--- src/rtl/param_rounder.sv ---
// Two-stage valid/ready pipeline that rounds away the low DROP bits of an unsigned
// operand using one of four rounding modes, with wrap or saturate on overflow.
module param_rounder #(
  parameter int unsigned WIDTH = 8,
  parameter int unsigned DROP  = 1,
  parameter int unsigned SAT   = 0
) (
  input  logic             clk,
  input  logic             rst,
  input  logic             in_valid,
  output logic             in_ready,
  input  logic [WIDTH-1:0] in_data,
  input  logic [1:0]       in_mode,
  output logic             out_valid,
  input  logic             out_ready,
  output logic [WIDTH-1:0] out_data,
  output logic             out_ovf,
  output logic [7:0]       ovf_count
);

  localparam int unsigned HW = WIDTH - DROP;

  logic             s1_valid_q, s1_valid_d;
  logic [HW-1:0]    s1_hi_q, s1_hi_d;
  logic             s1_inc_q, s1_inc_d;
  logic             out_valid_q, out_valid_d;
  logic [WIDTH-1:0] out_data_q, out_data_d;
  logic             out_ovf_q, out_ovf_d;
  logic [7:0]       ovf_count_q, ovf_count_d;

  logic [DROP-1:0]  lo;
  logic [DROP-1:0]  half_lo;
  logic [HW-1:0]    hi;
  logic             inc;
  logic [HW:0]      sum;
  logic             ovf;
  logic [HW-1:0]    res_hi;
  logic             s2_adv;

  // Increment decision is made at acceptance so in_mode is sampled per item.
  always_comb begin
    lo      = in_data[DROP-1:0];
    hi      = in_data[WIDTH-1:DROP];
    half_lo = '0;
    half_lo[DROP-1] = 1'b1;
    case (in_mode)
      2'b00:   inc = 1'b0;
      2'b01:   inc = (lo >= half_lo);
      2'b10:   inc = (lo > half_lo) || ((lo == half_lo) && hi[0]);
      default: inc = (lo != '0);
    endcase
  end

  always_comb begin
    sum    = {1'b0, s1_hi_q} + {{HW{1'b0}}, s1_inc_q};
    ovf    = sum[HW];
    res_hi = (ovf && (SAT != 0)) ? {HW{1'b1}} : sum[HW-1:0];
  end

  assign s2_adv   = !out_valid_q || out_ready;
  assign in_ready = !s1_valid_q || s2_adv;

  always_comb begin
    s1_valid_d  = s1_valid_q;
    s1_hi_d     = s1_hi_q;
    s1_inc_d    = s1_inc_q;
    out_valid_d = out_valid_q;
    out_data_d  = out_data_q;
    out_ovf_d   = out_ovf_q;
    ovf_count_d = ovf_count_q;

    if (out_valid_q && out_ready && out_ovf_q && (ovf_count_q != 8'hFF)) begin
      ovf_count_d = ovf_count_q + 8'd1;
    end

    if (s2_adv) begin
      out_valid_d = s1_valid_q;
      // Only load on a real item so the outputs stay quiet across bubbles.
      if (s1_valid_q) begin
        out_data_d = {res_hi, {DROP{1'b0}}};
        out_ovf_d  = ovf;
      end
    end

    if (in_ready) begin
      s1_valid_d = in_valid;
      if (in_valid) begin
        s1_hi_d  = hi;
        s1_inc_d = inc;
      end
    end
  end

  always_ff @(posedge clk) begin
    if (rst) begin
      s1_valid_q  <= 1'b0;
      s1_hi_q     <= '0;
      s1_inc_q    <= 1'b0;
      out_valid_q <= 1'b0;
      out_data_q  <= '0;
      out_ovf_q   <= 1'b0;
      ovf_count_q <= 8'd0;
    end else begin
      s1_valid_q  <= s1_valid_d;
      s1_hi_q     <= s1_hi_d;
      s1_inc_q    <= s1_inc_d;
      out_valid_q <= out_valid_d;
      out_data_q  <= out_data_d;
      out_ovf_q   <= out_ovf_d;
      ovf_count_q <= ovf_count_d;
    end
  end

  assign out_valid = out_valid_q;
  assign out_data  = out_data_q;
  assign out_ovf   = out_ovf_q;
  assign ovf_count = ovf_count_q;

endmodule

--- config.mk ---
export PLATFORM = sky130hd
export DESIGN_NAME = param_rounder
export DESIGN_NICKNAME = d
export VERILOG_FILES = /design/src/rtl/param_rounder.sv
export SDC_FILE = /design/constraint.sdc
export NUM_CORES = 1
export LEC_CHECK = 0
export ABC_AREA = 1
export BUFFER_PORTS_ARGS = -buffer_cell sky130_fd_sc_hd__buf_2
export CAP_MARGIN = 20
export CORE_MARGIN = 1
export CORE_UTILIZATION = 50
export CTS_BUF_LIST = sky130_fd_sc_hd__clkbuf_4
export CTS_CLUSTER_SIZE = 10
export DETAILED_ROUTE_END_ITERATION = 10
export PLACE_DENSITY = 0.81
export SETUP_SLACK_MARGIN = 0.3
export SLEW_MARGIN = 20
export SYNTH_ARGS = -nofsm -noshare
export SYNTH_HDL_FRONTEND = slang
export SYNTH_SLANG_ARGS = --single-unit
--- constraint.sdc ---
create_clock -name clk -period 1.7 [get_ports clk]
set_clock_uncertainty 0.1 [all_clocks]
set_input_delay 0.34 -clock clk [delete_from_list [all_inputs] [get_ports clk]]
set_output_delay 0.34 -clock clk [all_outputs]
set_load 0.03 [all_outputs]
==> reports/metrics.cfg, run 1 <==
[setup_path]
crit_type=reg -> out
critPathRequiredTime_ns=1.26
r2r_end=out_data[7]
slowest_delay_ns=0.40
crit_chain=nand3_4, buf_6
crit_start=out_valid
end_kind=primary output
cp.arrival_ns=0.93
startpoint_type=flip-flop
path_max_fanout=4
reg2reg_from=s1_inc_q
worstSetupEndpoint=in_ready
ff2ff_setup_slack_ns=0.38
reg2regPathDepth=7
cp_slowest_cell=dfxtp_4

[timing]
setup_slack_ns=0.326
hold_ws_ns=0.158
max_freq_ghz=0.728
fin_crit_ns=1.37
hold_viol=0
setup_viol=0
slew_violations=0
rsz0062_at_grt=yes
fin_crit_sh_pct=80.8
tns_ns=0

[final_layout]
fill_cells=218
fin_util_pct=67.4
num_antenna_cells=0
synthToLayoutAreaGrowth_pct=24.0
seqCellArea_um2=547
multi_input_area_um2=661
drive_above_1_share_pct=36.7
layout.nets=218

[logic_synthesis]
yosysTopAreaCell=dfxtp_1
synthCells=166
synth_top_cell_area_share_pct=42.4
syn_area_um2=1230
yosys-top-cells-area=dfxtp_1, nor2_1, a21oi_1
synth_area_per_cell_um2=7.39
synth_ff_type=dfxtp_1
ys_seq_elements=26
synth.net_count=183
seq_area_frac_synth_pct=42.4
synth_edf_count=0
synth_cell_types=24
synth-warning-count=0
async_flop_share_pct=0

[placement]
pre_cts_slack_ns=0.271
gp_congestion=0.828
post-dp-hpwl_um=1940
numPortBuffers=31

[power]
cellLeakagePower_nw=0.644
p_int_w=0.000773
swShare_pct=27.3
p_clk_share_pct=23.6
vdd_ir_drop_max_v=0.000504
p_comb_share_pct=14.7
power.density_nw_per_um2=700
pwr-share-seq_pct=61.7
power_switching_w=0.000291

[worst_hold_path]
hold_class=in -> reg
holdPathStages=3

[status]
status=finished clean

[clock_tree]
cts_hold_buf=0
clk_pin_slew_ns=0.13
clock_sinks=26
cts_buffers=3
cts-htree-levels=1
cts_root_buf=clkbuf_4
insertion_delay_ns=0.31
cts_tree=built
cts.path.max_buffers=2

[global_routing]
grt_pass1_vias=1041
overflow=0
grt_pass1_wl_um=4450
track_usage_pct=22.6
grt_max_degree=19
antenna_found_initial=0

[drt]
drt_first_pass_iters=4
avgRoutedWirePerCell_um=11.7
vias_per_cell=5.13
antenna_left=0
drt_iter0_markers=26
wirelength_um=2670
vias=1164
route.detailed.drc=0

[floorplanning]
dieWidth_um=51.5
ios=33
core-area_um2=2250
initial_utilization_pct=54.4
die_area_um2=2650
rows=17
dieHeight_um=51.5

[job]
drv_cap=0

==> power by group through the flow <==
stage	registers [W]	clock network (W)	logic, W
CTS	0.000659	0.000261	0.000155
detailed placement	0.000674	0	0.000151
floorplan	0.000697	0	0.0000861
global placement	0.000672	0	0.000149
global route	0.000661	0.000289	0.000174
finish	0.000656	0.000251	0.000156
==> cell usage in the layout (no fill, tap or decap), types with 2 or more instances in the layout <==
cell type	n
inv_1	10
buf_4	3
nand2_2	6
clkbuf_4	9
nor2_1	31
nand3_2	2
a21oi_2	3
nor2_4	3
a21oi_1	18
nand2_1	21
dfxtp_4	4
o21ai_1	8
buf_2	24
nand4_1	2
xnor2_1	2
inv_2	4
dfxtp_1	13
nand3_1	13
dfxtp_2	9
o21ai_0	3
ha_1	2
==> flip-flops by register name, indices dropped and copies added (netlist names) <==
| name | count |
|---|---|
| out_data | 7 |
| out_ovf | 1 |
| out_valid | 1 |
| ovf_count | 8 |
| s1_hi_q | 7 |
| s1_inc_q | 1 |
| s1_valid_q | 1 |
==> cell families (layout without fill, tap and decap cells) <==
logic type | Yosys count | count (layout) | synth area share, %
other | 1 | 1 | 0.306
buffers and inverters | 20 | 52 | 7.55
XOR/XNOR | 3 | 3 | 2.14
AO/OA/AOI/OAI | 34 | 34 | 15.4
adder cells (fa/ha/maj) | 3 | 3 | 3.06
AND/OR/NAND/NOR | 79 | 80 | 29.1
flip-flops | 26 | 26 | 42.4
==> final cells by class <==
type                       count  area share [%]
multi-input combinational    121            43.5
tap                           28            2.30
clock buffer                   3            1.48
sequential                    26            36.0
inverter                      15            3.70
timing repair buffer          34            13.1
==> synthesized netlist by cell type (2+ instances only) <==
cell	count
nor2_4	2
xnor2_1	2
nor2_1	33
dfxtp_1	26
nand4_1	2
inv_2	4
a21oi_2	2
a21oi_1	19
o21ai_0	3
buf_2	2
nand2_1	22
inv_1	10
buf_4	2
nand3_2	2
o21ai_1	8
nand2_2	4
ha_1	3
nand3_1	14
==> timing repair <==
action,CTS,global route
pin swaps,2,2
setup endpoints to repair,9,17
gates resized for setup,10,22
gates cloned,1,0
setup buffers,1,1
==> worst min path at each step <==
stage | start | end
after floorplan | s1_hi_q[6] | s1_hi_q[6]
after global placement | s1_inc_q | s1_inc_q
after detailed placement | s1_hi_q[6] | s1_hi_q[6]
after CTS | in_data[4] | s1_hi_q[3]
after global routing | in_data[4] | s1_hi_q[3]
final | in_data[2] | s1_hi_q[1]
==> per-layer routing <==
layer  track usage, %  vias up  part of all wire, %
met5                0        -                    0
met4             8.11        0                  1.4
met3             3.51        5                  2.7
met2             41.1       27                   51
met1             26.5      521                   45
li1                 -      611                    -
==> worst max-delay path, delay by kind of cell, from the launching register on <==
| family | cells | cell delay (ns) |
|---|---|---|
| DFF | 1 | 0.40 |
| buffers and inverters | 1 | 0.14 |
| and+or+nand+nor | 1 | 0.08 |
==> through the flow <==
stage / total power, W / area (µm²) / instances
2_1_floorplan: 0.000783 / 1230 / 166
3_3_place_gp: 0.000820 / 1390 / 221
3_5_place_dp: 0.000824 / 1390 / 221
4_1_cts: 0.00107 / 1450 / 226
5_1_grt: 0.00112 / 1520 / 227
6_report: 0.00106 / 1520 / 227
Power figures use the tool's default switching activity.
==> run 2: changes to the inputs <==
Settings changed: ABC_AREA 1 to 0, CORE_UTILIZATION 50 to 48.
Clock period 1.7 ns to 1.2 ns, I/O delays scaled along.
==> run 2 against run 1 <==
Compared with the run above: synthesized cell count fell by 14%; the flow now stops in clock tree synthesis (4_1_cts); synthesized area down 0.92%.
==> reports/metrics.cfg, run 2 <==
[clock_tree]
cts_root_buf=clkbuf_4
cts.repair.resized=89  ; +79
clock_sinks=26  ; unchanged
post-cts-setup-buffer-count=15  ; +14
cts-htree-levels=1  ; unchanged
cts_hold_buf=0  ; unchanged
cts_buffers=3  ; unchanged
cts.path.max_buffers=2  ; unchanged

[logic_synthesis]
synth_most_common_cell=dfxtp_1
seq_area_frac_synth_pct=42.8  ; +0.39 points
synth_common_cells=dfxtp_1, a21oi_1, nand3_1, o21ai_0, a211oi_1
yosysTopAreaCell=dfxtp_1
synth_cell_types=36  ; +50%
syn_area_um2=1210  ; -0.92%
synth-warning-count=0  ; unchanged
synthCells=142  ; -14%
synth_top_cell_area_share_pct=42.8  ; +0.39 points
async_flop_share_pct=0  ; unchanged
synth_edf_count=0  ; unchanged
yosys-top-cells-area=dfxtp_1, a21oi_1, a211oi_1
synth.net_count=159  ; -13%
synth_ff_type=dfxtp_1
ys_seq_elements=26  ; unchanged
synth_area_per_cell_um2=8.56  ; +16%

[floorplanning]
dieHeight_um=52.3  ; +1.5%
initial_utilization_pct=52.9  ; -1.5 points
dieWidth_um=52.3  ; +1.5%
ios=33  ; unchanged
rows=17  ; unchanged

[status]
first-error=[ERROR DPL-0033] detailed placement checks failed during check placement.
lastStage=clock tree synthesis (4_1_cts)
status=aborted with a tool error

[placement]
placed_area_um2=1770  ; +27%
gp_congestion=0.964  ; +16%
post-dp-hpwl_um=2610  ; +35%
numPortBuffers=31  ; unchanged

run 2: cell types whose count changed after synthesis, sizes merged, moves of 5 or more:
cell    delta
inv       -10
nand2     -22
a211oi     +8
clkbuf     +5
nor2      -31
run 2: cell families after synthesis:
group	Yosys count	share of synthesized area, %
AOI/OAI and AO/OA	51	24.7
and+or+nand+nor	43	20.3
DFF	26	42.8
buffers and inverters	13	4.84
adders and majority gates	3	3.09
xor gates and xnor gates	3	2.16
muxes	2	1.75
other	1	0.309
run 2: per-stage QoR:
stage,setup WS [ns],instances
after detailed placement,-0.226,224
after global placement,-0.178,224
after floorplan,-0.199,142
==> run 3: changes to the inputs <==
Settings changed: CORE_AREA from default to 2 2 63 65, CORE_MARGIN 1 to default, CORE_UTILIZATION 48 to default, CTS_BUF_LIST sky130_fd_sc_hd__clkbuf_4 to default, CTS_CLUSTER_SIZE 10 to default, DIE_AREA from default to 0 0 65 67, PLACE_DENSITY 0.81 to default, PLACE_DENSITY_LB_ADDON from default to 0.15, SETUP_SLACK_MARGIN 0.3 to default.
Clock period 1.2 ns to 1.6 ns, I/O delays scaled along.
==> run 3 against run 2 <==
Compared with the run above: the flow now finishes without violations; synthesized area unchanged; synthesized cell count unchanged.
==> reports/metrics.cfg, run 3 <==
[drt]
drt_iter0_markers=76
drt_first_pass_iters=4
vias_per_cell=5.15
wirelength_um=2870
route.detailed.drc=0
avgRoutedWirePerCell_um=13.0
antenna_left=0
vias=1139

[timing]
setup_viol=0
slew_violations=0
tns_ns=0
setup_slack_ns=0.0659
rsz0062_at_grt=no
fin_crit_sh_pct=95.9
fin_crit_ns=1.53
hold_viol=0
max_freq_ghz=0.652

[setup_path]
cp.arrival_ns=1.61
startpoint_type=flip-flop
crit_chain=ha_2, ha_4, nand2_1, or3_1, a311oi_1
path_max_fanout=3
end_kind=flip-flop
crit_type=reg -> reg
critPathTopFamily=simple AND/OR/NAND/NOR gates
path_buf_inv=0
critPathRequiredTime_ns=1.68
cp_slowest_cell=or3_1
slowest_delay_ns=0.35

[floorplanning]
ios=33  ; unchanged
initial_utilization_pct=33.7  ; -19 points
die_area_um2=4360
core-area_um2=3610
rows=22  ; +5
dieHeight_um=67  ; +28%
dieWidth_um=65  ; +24%

[logic_synthesis]
yosys-top-cells-area=dfxtp_1, a21oi_1, a211oi_1
syn_area_um2=1210  ; unchanged
ys_seq_elements=26  ; unchanged
seq_area_frac_synth_pct=42.8  ; unchanged
async_flop_share_pct=0  ; unchanged
synth_cell_types=36  ; unchanged
synth_top_cell_area_share_pct=42.8  ; unchanged
synth_edf_count=0  ; unchanged
synth_most_common_cell=dfxtp_1
synth-warning-count=0  ; unchanged
synth_common_cells=dfxtp_1, a21oi_1, nand3_1, o21ai_0, a211oi_1
yosysTopAreaCell=dfxtp_1
synth_ff_type=dfxtp_1
synth_area_per_cell_um2=8.56  ; unchanged
synth.net_count=159  ; unchanged
synthCells=142  ; unchanged

[power]
power.density_nw_per_um2=823
vdd_ir_drop_max_v=0.000356
p_total_w=0.00124
cellLeakagePower_nw=0.588

[global_routing]
overflow=0
grt_max_degree=19
antenna_found_initial=0
grt_pass1_wl_um=4740
grt_pass1_vias=1078
track_usage_pct=13.8

[final_layout]
drive_above_1_share_pct=30.1
layout.nets=191
largest_reg_flops=8
final_cell_mix=buf_2, dfxtp_1, a21oi_1
stdcell_area_um2=1500
fin_util_pct=41.7
synthToLayoutAreaGrowth_pct=23.8
num_antenna_cells=0
final_common_cell=buf_2

[job]
drv_cap=0

[clock_tree]
cts_tree=built
clk_pin_slew_ns=0.09
cts_root_buf=clkbuf_8
clock_sinks=26  ; unchanged
cts_buffers=3  ; unchanged
cts-htree-levels=1  ; unchanged
cts_hold_buf=0  ; unchanged
insertion_delay_ns=0.26
cts.path.max_buffers=2  ; unchanged

[placement]
numPortBuffers=31  ; unchanged
pre_cts_slack_ns=0.00287  ; +0.229 ns
gp_congestion=0.897  ; -7.0%
placed_area_um2=1420  ; -19%
post-dp-hpwl_um=2190  ; -16%

[worst_hold_path]
hold_class=in -> reg

[status]
status=finished clean

==> run 3: power breakdown <==
group / switching, W / internal (W)
clock: 0.000195 / 0.000220
combinational: 0.0000806 / 0.0000494
sequential: 0.0000221 / 0.000672
total: 0.000297 / 0.000941
==> run 3: area by class of cell <==
| type | instances | area [µm²] |
|---|---|---|
| clock buffer | 4 | 55.1 |
| multi-input combinational | 103 | 654 |
| fill | 378 | 2100 |
| sequential | 26 | 527 |
| timing repair buffer | 36 | 193 |
| inverter | 4 | 15.0 |
| tap | 48 | 60.1 |
==> run 3: layer usage <==
metal	share of wire (%)	wire, µm	vias to the layer above	track usage, %
met5	0	0	-	0
met4	0.66	19	0	4.26
met3	4.2	122	2	2.20
met2	51	1480	21	26.3
met1	44	1250	525	15.7
li1	-	-	591	-
==> run 3: stage by stage <==
step / std cells / hold slack, ns
after floorplan: 142 / 0.353
after global placement: 216 / 0.364
after detailed placement: 216 / 0.366
after CTS: 220 / 0.200
after global routing: 221 / 0.212
final: 221 / 0.201
==> run 3: repair_timing <==
item,4_1_cts,5_1_grt
cloned,0,0
gates resized for setup,1,5
setup buffers,0,1
pin swaps,0,1
setup endpoints to repair,1,3
==> run 3: path summary, 6_finish.rpt <==
kind | startpoint | end | slack, ns | cells past startpoint
setup / recovery | s1_hi_q[0] | out_data[7] | 0.07 | 5
hold / removal | in_data[5] | s1_hi_q[4] | 0.20 | 3
setup reg to reg | s1_hi_q[0] | out_data[7] | 0.07 | 5
hold reg to reg | out_data[2] | out_data[2] | 0.38 | 2
==> run 3: worst register-to-register path, stage by stage (launching register included) <==
cell and delay, ns:
dfxtp_1 0.34, ha_2 0.21, ha_4 0.14, nand2_1 0.06, or3_1 0.35, a311oi_1 0.26
==> run 3: cells by family after synthesis <==
| group | after synthesis | share of synthesized area [%] |
|---|---|---|
| mux | 2 | 1.75 |
| compound gates | 51 | 24.7 |
| simple gates | 43 | 20.3 |
| flops | 26 | 42.8 |
| other cells | 1 | 0.309 |
| fa+ha+maj | 3 | 3.09 |
| buf+inv | 13 | 4.84 |
| xor+xnor | 3 | 2.16 |
